[src/rtl/ifu_pkg.sv]
// Shared types and helpers for the IFU fetch buffer.
package ifu_pkg;

    localparam int FB_HW = 8;

    // One 16-byte fetch packet: data, packet base address [31:4] and the set of
    // halfwords that are still waiting to be handed to decode.
    typedef struct packed {
        logic [127:0]     data;
        logic [27:0]      base;
        logic [FB_HW-1:0] mask;
    } fb_entry_t;

    // RISC-V compressed encodings are every opcode whose low two bits are not 2'b11.
    function automatic logic is_compressed(input logic [15:0] hw);
        return hw[1:0] != 2'b11;
    endfunction

    // Lowest pending halfword. Masks are always a contiguous run ending at bit 7,
    // so this is also the current read offset within the packet.
    function automatic logic [2:0] first_hw(input logic [FB_HW-1:0] m);
        logic [2:0] idx;
        idx = 3'd0;
        for (int i = FB_HW - 1; i >= 0; i--) begin
            if (m[i]) idx = 3'(i);
        end
        return idx;
    endfunction

    function automatic logic [15:0] get_hw(input logic [127:0] d, input logic [2:0] idx);
        return d[{idx, 4'b0000} +: 16];
    endfunction

endpackage

[src/rtl/ifu_fb_extract.sv]
// Combinational instruction extraction from the head packet (and the
// following packet when a 32-bit instruction straddles the boundary).
module ifu_fb_extract
    import ifu_pkg::*;
(
    input  fb_entry_t        head,
    input  logic [127:0]     next_data,
    input  logic [FB_HW-1:0] next_mask,
    output logic             valid,
    output logic [31:0]      instr,
    output logic [30:0]      pc,
    output logic             is_16,
    output logic             span,
    output logic [FB_HW-1:0] head_clr,
    output logic [FB_HW-1:0] next_clr
);

    logic [2:0]  off;
    logic [2:0]  off1;
    logic [2:0]  noff;
    logic [15:0] lo;
    logic [15:0] hi;

    // Pick the low halfword at the read offset, then its partner either from the
    // same packet or from the first pending halfword of the next packet.
    always_comb begin
        off      = first_hw(head.mask);
        off1     = off + 3'd1;
        noff     = first_hw(next_mask);
        lo       = get_hw(head.data, off);
        hi       = 16'h0000;
        is_16    = is_compressed(lo);
        valid    = 1'b0;
        span     = 1'b0;
        head_clr = '0;
        next_clr = '0;
        if (|head.mask) begin
            if (is_16) begin
                valid    = 1'b1;
                head_clr = FB_HW'(1) << off;
            end else if (off != 3'd7) begin
                hi       = get_hw(head.data, off1);
                valid    = head.mask[off1];
                head_clr = FB_HW'(3) << off;
            end else begin
                hi       = get_hw(next_data, noff);
                valid    = |next_mask;
                span     = 1'b1;
                head_clr = FB_HW'(8'h80);
                next_clr = FB_HW'(1) << noff;
            end
        end
        instr = is_16 ? {16'h0000, lo} : {hi, lo};
        pc    = {head.base, off};
    end

endmodule

[src/rtl/ifu_fetch_buf.sv]
// IFU fetch buffer: accepts 16-byte F2 fetch packets and hands single 16/32-bit
// instructions to decode, reporting entries freed back to fetch control.
// Optional build macro: RV_FB_BYPASS_EN (present straight from the write port
// when the buffer is empty).
module ifu_fetch_buf
    import ifu_pkg::*;
#(
    parameter int DEPTH = 4,
    parameter int HW    = 8
) (
    input  logic         clk,
    input  logic         rst_l,
    input  logic         fb_wr_valid_f2,
    input  logic [30:0]  fb_wr_addr_f2,
    input  logic [127:0] fb_wr_data_f2,
    input  logic         exu_flush_final,
    input  logic         dec_ib_ready,
    output logic         ib_valid,
    output logic [31:0]  ib_instr,
    output logic [30:0]  ib_pc,
    output logic         ib_is_16,
    output logic         ifu_fb_consume1,
    output logic         ifu_fb_consume2,
    output logic         fb_overflow
);

    localparam int PW = $clog2(DEPTH);
    localparam int CW = PW + 1;

    logic [127:0]  data_q [DEPTH];
    logic [27:0]   base_q [DEPTH];
    logic [HW-1:0] mask_q [DEPTH];
    logic [PW-1:0] wrptr;
    logic [PW-1:0] rdptr;
    logic [PW-1:0] rdptr_p1;
    logic [CW-1:0] count;

    fb_entry_t        wr_ent;
    fb_entry_t        ex_head;
    logic [127:0]     ex_next_data;
    logic [FB_HW-1:0] ex_next_mask;
    logic [HW-1:0]    wr_mask_full;

    logic             ex_valid;
    logic             span;
    logic [FB_HW-1:0] head_clr;
    logic [FB_HW-1:0] next_clr;
    logic [FB_HW-1:0] head_mask_n;
    logic [FB_HW-1:0] next_mask_n;

    logic       bypass;
    logic       have_data;
    logic       fire;
    logic       head_free;
    logic       next_free;
    logic [1:0] freed;
    logic       wr_en;
    logic       full;
    logic       bypass_drop;
    logic       wr_accept;
    logic       overflow_set;
    logic [FB_HW-1:0] wr_mask;

    assign rdptr_p1     = rdptr + PW'(1);
    assign wr_mask_full = {HW{1'b1}} << fb_wr_addr_f2[2:0];

`ifdef RV_FB_BYPASS_EN
    assign bypass = (count == '0) & fb_wr_valid_f2 & ~exu_flush_final;
`else
    assign bypass = 1'b0;
`endif

    // Extraction source: the incoming packet when bypassing, otherwise the head
    // entry and the one behind it.
    always_comb begin
        wr_ent.data = fb_wr_data_f2;
        wr_ent.base = fb_wr_addr_f2[30:3];
        wr_ent.mask = wr_mask_full;
        if (bypass) begin
            ex_head      = wr_ent;
            ex_next_data = '0;
            ex_next_mask = '0;
        end else begin
            ex_head.data = data_q[rdptr];
            ex_head.base = base_q[rdptr];
            ex_head.mask = mask_q[rdptr];
            ex_next_data = data_q[rdptr_p1];
            ex_next_mask = mask_q[rdptr_p1];
        end
    end

    ifu_fb_extract u_extract (
        .head      (ex_head),
        .next_data (ex_next_data),
        .next_mask (ex_next_mask),
        .valid     (ex_valid),
        .instr     (ib_instr),
        .pc        (ib_pc),
        .is_16     (ib_is_16),
        .span      (span),
        .head_clr  (head_clr),
        .next_clr  (next_clr)
    );

    assign have_data = (count != '0) | bypass;
    assign ib_valid  = ex_valid & have_data & ~exu_flush_final;
    assign fire      = ib_valid & dec_ib_ready;

    assign head_mask_n = ex_head.mask & ~(fire ? head_clr : '0);
    assign next_mask_n = ex_next_mask & ~(fire ? next_clr : '0);

    // A bypassed packet was never in the buffer, so consuming from it frees nothing.
    assign head_free = fire & ~bypass & (head_mask_n == '0);
    assign next_free = fire & span & (next_mask_n == '0);
    assign freed     = {1'b0, head_free} + {1'b0, next_free};

    assign ifu_fb_consume1 = (freed == 2'd1);
    assign ifu_fb_consume2 = (freed == 2'd2);

    assign wr_en        = fb_wr_valid_f2 & ~exu_flush_final;
    assign full         = (count == CW'(DEPTH));
    assign bypass_drop  = bypass & (head_mask_n == '0);
    assign wr_accept    = wr_en & ~bypass_drop & (~full | (freed != 2'd0));
    assign overflow_set = wr_en & full & (freed == 2'd0);
    assign wr_mask      = bypass ? head_mask_n : wr_ent.mask;

    // Halfword-valid masks: clear consumed halfwords, then load a new packet;
    // the load wins when a full buffer recycles the entry just freed.
    always_ff @(posedge clk or negedge rst_l) begin
        if (!rst_l) begin
            for (int i = 0; i < DEPTH; i++) mask_q[i] <= '0;
        end else if (exu_flush_final) begin
            for (int i = 0; i < DEPTH; i++) mask_q[i] <= '0;
        end else begin
            if (fire && !bypass) begin
                mask_q[rdptr] <= head_mask_n;
                if (span) mask_q[rdptr_p1] <= next_mask_n;
            end
            if (wr_accept) mask_q[wrptr] <= wr_mask;
        end
    end

    // Packet payload and base address; qualified by the mask, so no reset.
    always_ff @(posedge clk) begin
        if (wr_accept) begin
            data_q[wrptr] <= fb_wr_data_f2;
            base_q[wrptr] <= fb_wr_addr_f2[30:3];
        end
    end

    // Pointers, occupancy and the sticky overflow flag.
    always_ff @(posedge clk or negedge rst_l) begin
        if (!rst_l) begin
            wrptr       <= '0;
            rdptr       <= '0;
            count       <= '0;
            fb_overflow <= 1'b0;
        end else begin
            if (overflow_set) fb_overflow <= 1'b1;
            if (exu_flush_final) begin
                wrptr <= '0;
                rdptr <= '0;
                count <= '0;
            end else begin
                wrptr <= wrptr + PW'(wr_accept);
                rdptr <= rdptr + PW'(freed);
                count <= count + CW'(wr_accept) - CW'(freed);
            end
        end
    end

endmodule

[config.mk]
export PLATFORM = sky130hd
export DESIGN_NAME = ifu_fetch_buf
export DESIGN_NICKNAME = d
export VERILOG_FILES = /design/src/rtl/ifu_pkg.sv /design/src/rtl/ifu_fb_extract.sv /design/src/rtl/ifu_fetch_buf.sv
export SDC_FILE = /design/constraint.sdc
export NUM_CORES = 1
export LEC_CHECK = 0
export ABC_CLOCK_PERIOD_IN_PS = 33600
export CAP_MARGIN = 20
export CORE_MARGIN = 3
export CORE_UTILIZATION = 51
export CTS_CLUSTER_SIZE = 25
export DETAILED_ROUTE_END_ITERATION = 16
export GPL_TIMING_DRIVEN = 0
export PLACE_DENSITY = 0.82
export SLEW_MARGIN = 20
export SYNTH_ARGS = -nofsm -noshare
export SYNTH_HDL_FRONTEND = slang
export SYNTH_SLANG_ARGS = --single-unit
[constraint.sdc]
create_clock -name clk -period 33.6 [get_ports clk]
set_input_delay 5.04 -clock clk [delete_from_list [all_inputs] [get_ports clk]]
set_output_delay 5.04 -clock clk [all_outputs]
set_load 0.005 [all_outputs]
Word-level counts from Yosys, hierarchy flattened
Memories as Yosys holds them, arrays and structs flattened.
Cells that the tools add are included.
- add/subtract/negate cells: 7
- shifts and indexed selects: 7
- bitwise operators: 20
- div/mod/pow operators: 0
- reductions and logical operators: 10
- multiply operators: 0
- mux-type cells: 60
- equal/unequal tests: 5
- magnitude comparators: 7
- operator list (cell ; number):
    $shiftx A128 B8 Y16 ; 3
    $mux W32 ; 6
    $mux W8 ; 15
    $bwmux W32 ; 3
    $mux W3 ; 17
    $demux W8 S2 ; 3
    $bmux W8 S2 ; 2
    $mux W16 ; 2
    $and A8 B8 Y8 ; 2
    $logic_not A8 Y1 ; 2
    $not A8 Y8 ; 2
    $reduce_or A8 Y1 ; 2
    $shl A1 B3 Y8 const A ; 2
    $and A1 B1 Y1 ; 10
    $ge A3 B3 Y1 const B ; 3
    $lt A3 B1 Y1 const B ; 3
    $mux W1 ; 9
    $not A2 Y3 ; 3
    $shl A2 B3 Y8 const A ; 1
    $shl A8 B3 Y8 const A ; 1
    $lt A3 B4 Y1 const B ; 1
    $mux W2 ; 2
    $add A3 B1 Y3 ; 1
    $add A3 B1 Y3 const B ; 1
    17 further kinds ; 20
- ROM bits: 0
- RAM bits: 624
- memories kept: 2
- input port bits: 164
- word-level logic and storage cells: 126
- latch bits: 0
- register bits: 40
- output and inout port bits: 68
- memories (memory ; words ; width ; rd ports ; clocked after Yosys merged registers in ; wr ports ; RTL line ; source):
    data_q ; 4 ; 128 ; 2 ; 0 ; 1 ; ifu_fetch_buf.sv:30 ; logic [127:0] data_q [DEPTH];
    base_q ; 4 ; 28 ; 1 ; 0 ; 1 ; ifu_fetch_buf.sv:31 ; logic [27:0] base_q [DEPTH];

Depth between registers and ports, before layout
- word-level depth: 33
- depth in mapped cells: 35
- gate-level depth less buffers: 25

Modules after synthesis
A second synthesis with hierarchy kept.
- cells, all modules: 1934
- area, all modules: 32821.5 µm²
- by module, submodules not included (module ; sequential area each (µm²) ; times used ; area each (µm²) ; cells an instance):
    ifu_fetch_buf ; 19738.9 ; 1 ; 28775.1 ; 1339
    ifu_fb_extract ; 0.0 ; 1 ; 4046.4 ; 595

Least setup slack after synthesis
OpenSTA, ideal clock, no wires.
- kind: input -> register
- from: input exu_flush_final
- to: register mask_q[13] (netlist bit)
- setup slack: 20.617 ns
- data required time: 33.461 ns
- data arrival time: 12.843 ns
- library setup time: 0.139 ns
- stages on the path: 18
- cell sequence: nor2_1 nand3_1 a31o_1 buf_6 a2111o_1 a2111o_1 or3_1 ha_1 nand3_1 nand2b_1 inv_1 nand2_1 or2_2 clkbuf_1 inv_1 clkbuf_1 a31o_2 a21oi_1
- longest elaborated chain between the ends: 14
- elaborated cells on any way between the ends: 27
- classes of those cells: add/sub (1); mux (10); bitwise (13); reduce/logical (3)
- ends and longest elaborated chain (item ; RTL line ; source):
    start, declared ; ifu_fetch_buf.sv:16 ; input logic exu_flush_final,
    $not A1 Y1 ; ifu_fetch_buf.sv:106, ifu_fetch_buf.sv:120 ;
    $and A1 B1 Y1 ; ifu_fetch_buf.sv:106 ; assign ib_valid = ex_valid & have_data & ~exu_flush_final;
    $and A1 B1 Y1 ; ifu_fetch_buf.sv:107 ; assign fire = ib_valid & dec_ib_ready;
    $mux W8 (on tied branches) ; ifu_fetch_buf.sv:109, ifu_fetch_buf.sv:110 ;
    $not A8 Y8 (on tied branches) ; ifu_fetch_buf.sv:109, ifu_fetch_buf.sv:110 ;
    $and A8 B8 Y8 (on tied branches) ; ifu_fetch_buf.sv:109, ifu_fetch_buf.sv:110 ;
    $logic_not A8 Y1, or another cell as far along ; n/a ;
    $and A1 B1 Y1, or another cell as far along ; ifu_fetch_buf.sv:113 ; assign head_free = fire & ~bypass & (head_mask_n == '0);
    $add A1 B1 Y2 / $mux W32 (equally long branches) ; ifu_fetch_buf.sv:115, ifu_fetch_buf.sv:137 ;
    $reduce_bool A2 Y1 / $mux W32 (equally long branches) ; ifu_fetch_buf.sv:123, ifu_fetch_buf.sv:135 ;
    $or A1 B1 Y1 / $mux W32 (equally long branches) ; ifu_fetch_buf.sv:123, ifu_fetch_buf.sv:132 ;
    $and A1 B1 Y1 / $bwmux W32 (equally long branches) ; ifu_fetch_buf.sv:123, ifu_fetch_buf.sv:139 ;
    $mux W32 ; ifu_fetch_buf.sv:139 ; if (wr_accept) mask_q[wrptr] <= wr_mask;
    $mux W32 * ; ifu_fetch_buf.sv:132 ; end else if (exu_flush_final) begin
    end signal, assigned by index ; ifu_fetch_buf.sv:136 ; mask_q[rdptr] <= head_mask_n;
    end signal, assigned by index ; ifu_fetch_buf.sv:137 ; if (span) mask_q[rdptr_p1] <= next_mask_n;
    end signal, assigned by index ; ifu_fetch_buf.sv:139 ;
    end, declared ; ifu_fetch_buf.sv:32 ; logic [HW-1:0] mask_q [DEPTH];
Every way passes the cells marked *; elsewhere a longest branch is shown, timed or not. The select of a mux whose other input is x is not followed.
A chain may end at the register's enable or synchronous reset.

Worst setup path in the final report
- from: register rdptr[0]
- to: output ib_instr[18]
- longest elaborated chain between the ends: 17
- elaborated cells on any way between the ends: 36
- classes of those cells: add/sub (2); eq/ne (2); shift (3); mux (25); bitwise (2); reduce/logical (1); memory (1)
- ends and longest elaborated chain (item ; RTL line ; source):
    start, declared ; ifu_fetch_buf.sv:34 ; logic [PW-1:0] rdptr;
    start signal, assigned ; ifu_fetch_buf.sv:166 ; rdptr <= rdptr + PW'(freed);
    $not A2 Y3 (implied by the code) / $add A2 B1 Y2 (equally long branches) ; ifu_fetch_buf.sv:86, ifu_fetch_buf.sv:64 ;
    $bmux W8 S2 / $not A2 Y3 (equally long branches) ; ifu_fetch_buf.sv:86, ifu_fetch_buf.sv:88 ;
    $mux W8 (implied by the code) / $bmux W8 S2 (equally long branches) ; ifu_fetch_buf.sv:86, ifu_fetch_buf.sv:88 ;
    $mux W8 (on tied branches) ; ifu_fetch_buf.sv:86, ifu_fetch_buf.sv:88 ;
    $mux W3 / $mux W8 (equally long branches) ; ifu_pkg.sv:25, ifu_fetch_buf.sv:88 ;
    $mux W3 (7 in series) ; ifu_pkg.sv:25 ; if (m[i]) idx = 3'(i);
    $add A3 B1 Y3 / $mux W3 (equally long branches) ; ifu_fb_extract.sv:28, ifu_pkg.sv:25 ;
    $shiftx A128 B8 Y16 ; ifu_pkg.sv:31 ; return d[{idx, 4'b0000} +: 16];
    $mux W16 ; ifu_fb_extract.sv:41 ; end else if (off != 3'd7) begin
    $mux W16 ; ifu_fb_extract.sv:37 ; if (|head.mask) begin
    $mux W32 * ; ifu_fb_extract.sv:53 ; instr = is_16 ? {16'h0000, lo} : {hi, lo};
    end, declared ; ifu_fetch_buf.sv:19 ; output logic [31:0] ib_instr,
Marks and branches as above.

==> flow_summary.ini <==
[floorplan]
dieArea_um2 = 66500
initial_utilization_pct = 52.0
die_height_um = 258
core.rowCount = 91
io_pins = 232
core_area_um2 = 62300
die_x_um = 258

[run_status]
run_status = finished, final reports clean

[grt]
antenna_found_initial = 10
grt_remaining_overflow = 0
track_usage_pct = 32.1
grt_start_max_net_pins = 68
grt_pass1_vias = 21800
grt_pass1_wl_mm = 153

[timing]
worstMarginPinSlew_ns = 1.17
fin_skew_ns = 0.0310
layout_setup_ws_ns = 16.81
max_freq_mhz = 59.6
finalCritPeriodShare_pct = 50.0
final-setup-viol-count = 0
layout_min_cycle_time_ns = 16.79
fin_setup_tns_ns = 0
max_slew_margin_pct = 21.7
hold_violations = 0
maxSlewViolCount = 0
rsz0062_at_grt = false

[logic_synthesis]
synth_edf_count = 624
syn-num-nets = 2136
ys.flop_type = edfxtp_1
synth_cell_types = 75
async_flop_share_pct = 6.02
ys_seq_area_share_pct = 61.0
ys_ff_latch = 664
yosysWarnings = 0
syn_area_per_cell_um2 = 16.6
synth_area_um2 = 32400
syn_inst = 1951

[layout]
nFillCells = 4418
final_common_cell = edfxtp_1
nets = 2452
seq_area_um2 = 19700
multiInputGateArea_um2 = 12000
syn2layout_area_growth_pct = 18.5
drive_gt1_share_pct = 21.3
final_cell_mix = edfxtp_1, mux4_2, nand2_1, clkdlybuf4s50_1, clkbuf_1

[cts]
root_buffer = clkbuf_16
cts-htree-levels = 3
clock-sinks = 664
clk_pin_slew_worst_paths_ns = 0.05
cts_buffers = 71
cts_setup_buffers = 0
clock_path_buffers = 3
insertion_delay_ns = 0.65
cts_resized = 0
ctsHoldBuffers = 0
cts_tree = built

[critical_path]
crit_start = rdptr[0]
critPathArrivalTime_ns = 11.75
path_class = flop to output pin
setup.worst_path.start_class = flop
r2r-start = rdptr[0]
crit_path_max_fanout = 10
worst_ep_required_time_ns = 28.56
cp-end-kind = output pin

[power_and_ir_drop]
seqPwrFrac_pct = 36.7
switching_share_pct = 34.5
p_switching_mw = 0.913
clockPowerShare_pct = 29.4
ir_drop_uv = 62.2
combPwrFrac_pct = 33.9
power.total_mw = 2.64
p_int_mw = 1.73
p_leak_nw = 12.2
cellPowerDensity_nw_per_um2 = 68.9

[route]
ant_nets = 0
detailroute.via_count = 22000
drt_iter0_drc = 3552
route.detailed.drc = 0
drt_pre_antenna_iters = 6
wl_per_cell_um = 33.6
vias_per_cell = 6.96
wirelength_mm = 106

[job]
maxCapViolations = 0

[place]
dp_slack_ns = 17.59
gp_congestion = 1.06
portBuffers = 231
dpl.hpwl_mm = 76.0

[worst_hold_path]
min_path_type = flop to flop
min-delay-start = fb_overflow
-- kinds of logic after synthesis --
family / after synthesis / share of synthesized area, %
AOI/OAI and AO/OA: 265 / 5.64
xor gates and xnor gates: 5 / 0.135
adders and majority gates: 21 / 0.835
buffers and inverters: 165 / 2.03
DFF: 664 / 61.0
muxes: 346 / 23.6
and+or+nand+nor: 485 / 6.84
-- worst paths after layout --
path,to,slack (ns),cells past startpoint
max,ib_instr[18],16.81,21
min,fb_overflow,0.49,1
max reg2reg,data_q[2][67],20.50,33
min reg2reg,fb_overflow,0.49,1
max in group asynchronous,mask_q[14],28.77,2
min in group asynchronous,mask_q[25],4.34,1
-- flip-flops by register name, summed over array words and instances (netlist names) --
name / count
count: 3
rdptr: 2
mask_q: 32
fb_overflow: 1
data_q: 512
wrptr: 2
base_q: 112
-- layer usage --
layer / vias up / track usage [%] / wire length (µm)
li1: 8729 / - / -
met1: 11200 / 43.9 / 38300
met2: 1763 / 48.4 / 48600
met3: 305 / 10.5 / 14600
met4: 16 / 12.5 / 4600
met5: - / 0 / 95
-- cell usage after synthesis (7+ instances only) --
library cell	count	area share, %
ha_1	20	0.77
or4_1	16	0.37
edfxtp_1	624	58
nand3_1	54	0.83
inv_1	14	0.16
a32oi_1	7	0.19
buf_2	11	0.17
a31oi_1	27	0.52
a21oi_1	84	1.3
mux4_2	331	23
dfrtp_1	40	3.1
buf_1	37	0.43
a221oi_1	7	0.19
mux2i_1	11	0.34
a21o_1	9	0.21
and3_1	26	0.50
clkbuf_1	94	1.1
nor2_1	49	0.57
nor3_1	17	0.26
a211oi_1	38	0.88
nor2b_1	25	0.48
nand2_1	261	3.0
a311oi_1	24	0.65
o21ai_0	12	0.19
-- worst max-delay path, stage by stage, from the launching register on --
cell and delay [ns]:
dfrtp_1 0.71, buf_6 0.28, buf_2 0.41, buf_1 0.65, buf_2 0.45, buf_2 0.40, buf_2 0.41, buf_2 0.49
buf_2 0.42, buf_1 0.74, inv_1 0.30, ha_1 0.37, clkbuf_1 0.73, clkbuf_1 0.72, clkbuf_1 0.74, clkbuf_1 0.94
mux4_2 0.41, nand2_1 0.07, nand3_1 0.23, a31oi_1 0.12, a211oi_1 0.80, clkdlybuf4s50_1 0.65
-- area by class of cell --
type	count	share of cell area [%]
antenna	2	0.0130
buffer	146	1.57
clock buffer	82	4.77
clock inverter	47	1.23
inverter	19	0.225
multi-input combinational	1122	31.3
sequential	664	51.5
tap	837	2.73
timing repair buffer	243	6.75
-- power groups by stage --
stage               logic [mW]  registers [mW]  clock network, mW
finish                   0.897           0.970              0.777
global placement         0.850           0.995                  0
detailed placement       0.858           0.986                  0
global route             0.926           0.973              0.817
CTS                      0.864           0.969              0.782
floorplan                0.484           0.986                  0
-- per-stage QoR --
step	std cells	hold WS (ns)	instance area, µm²	utilization [%]
after detailed placement	3031	0.473	36000	57.9
after global placement	3019	0.465	35700	57.4
final	3162	0.493	38400	61.6
after CTS	3160	0.489	38300	61.6
after floorplan	1951	0.468	32400	-
after global routing	3161	0.527	38400	61.6
Note: power is estimated with default switching activity, not from simulation.
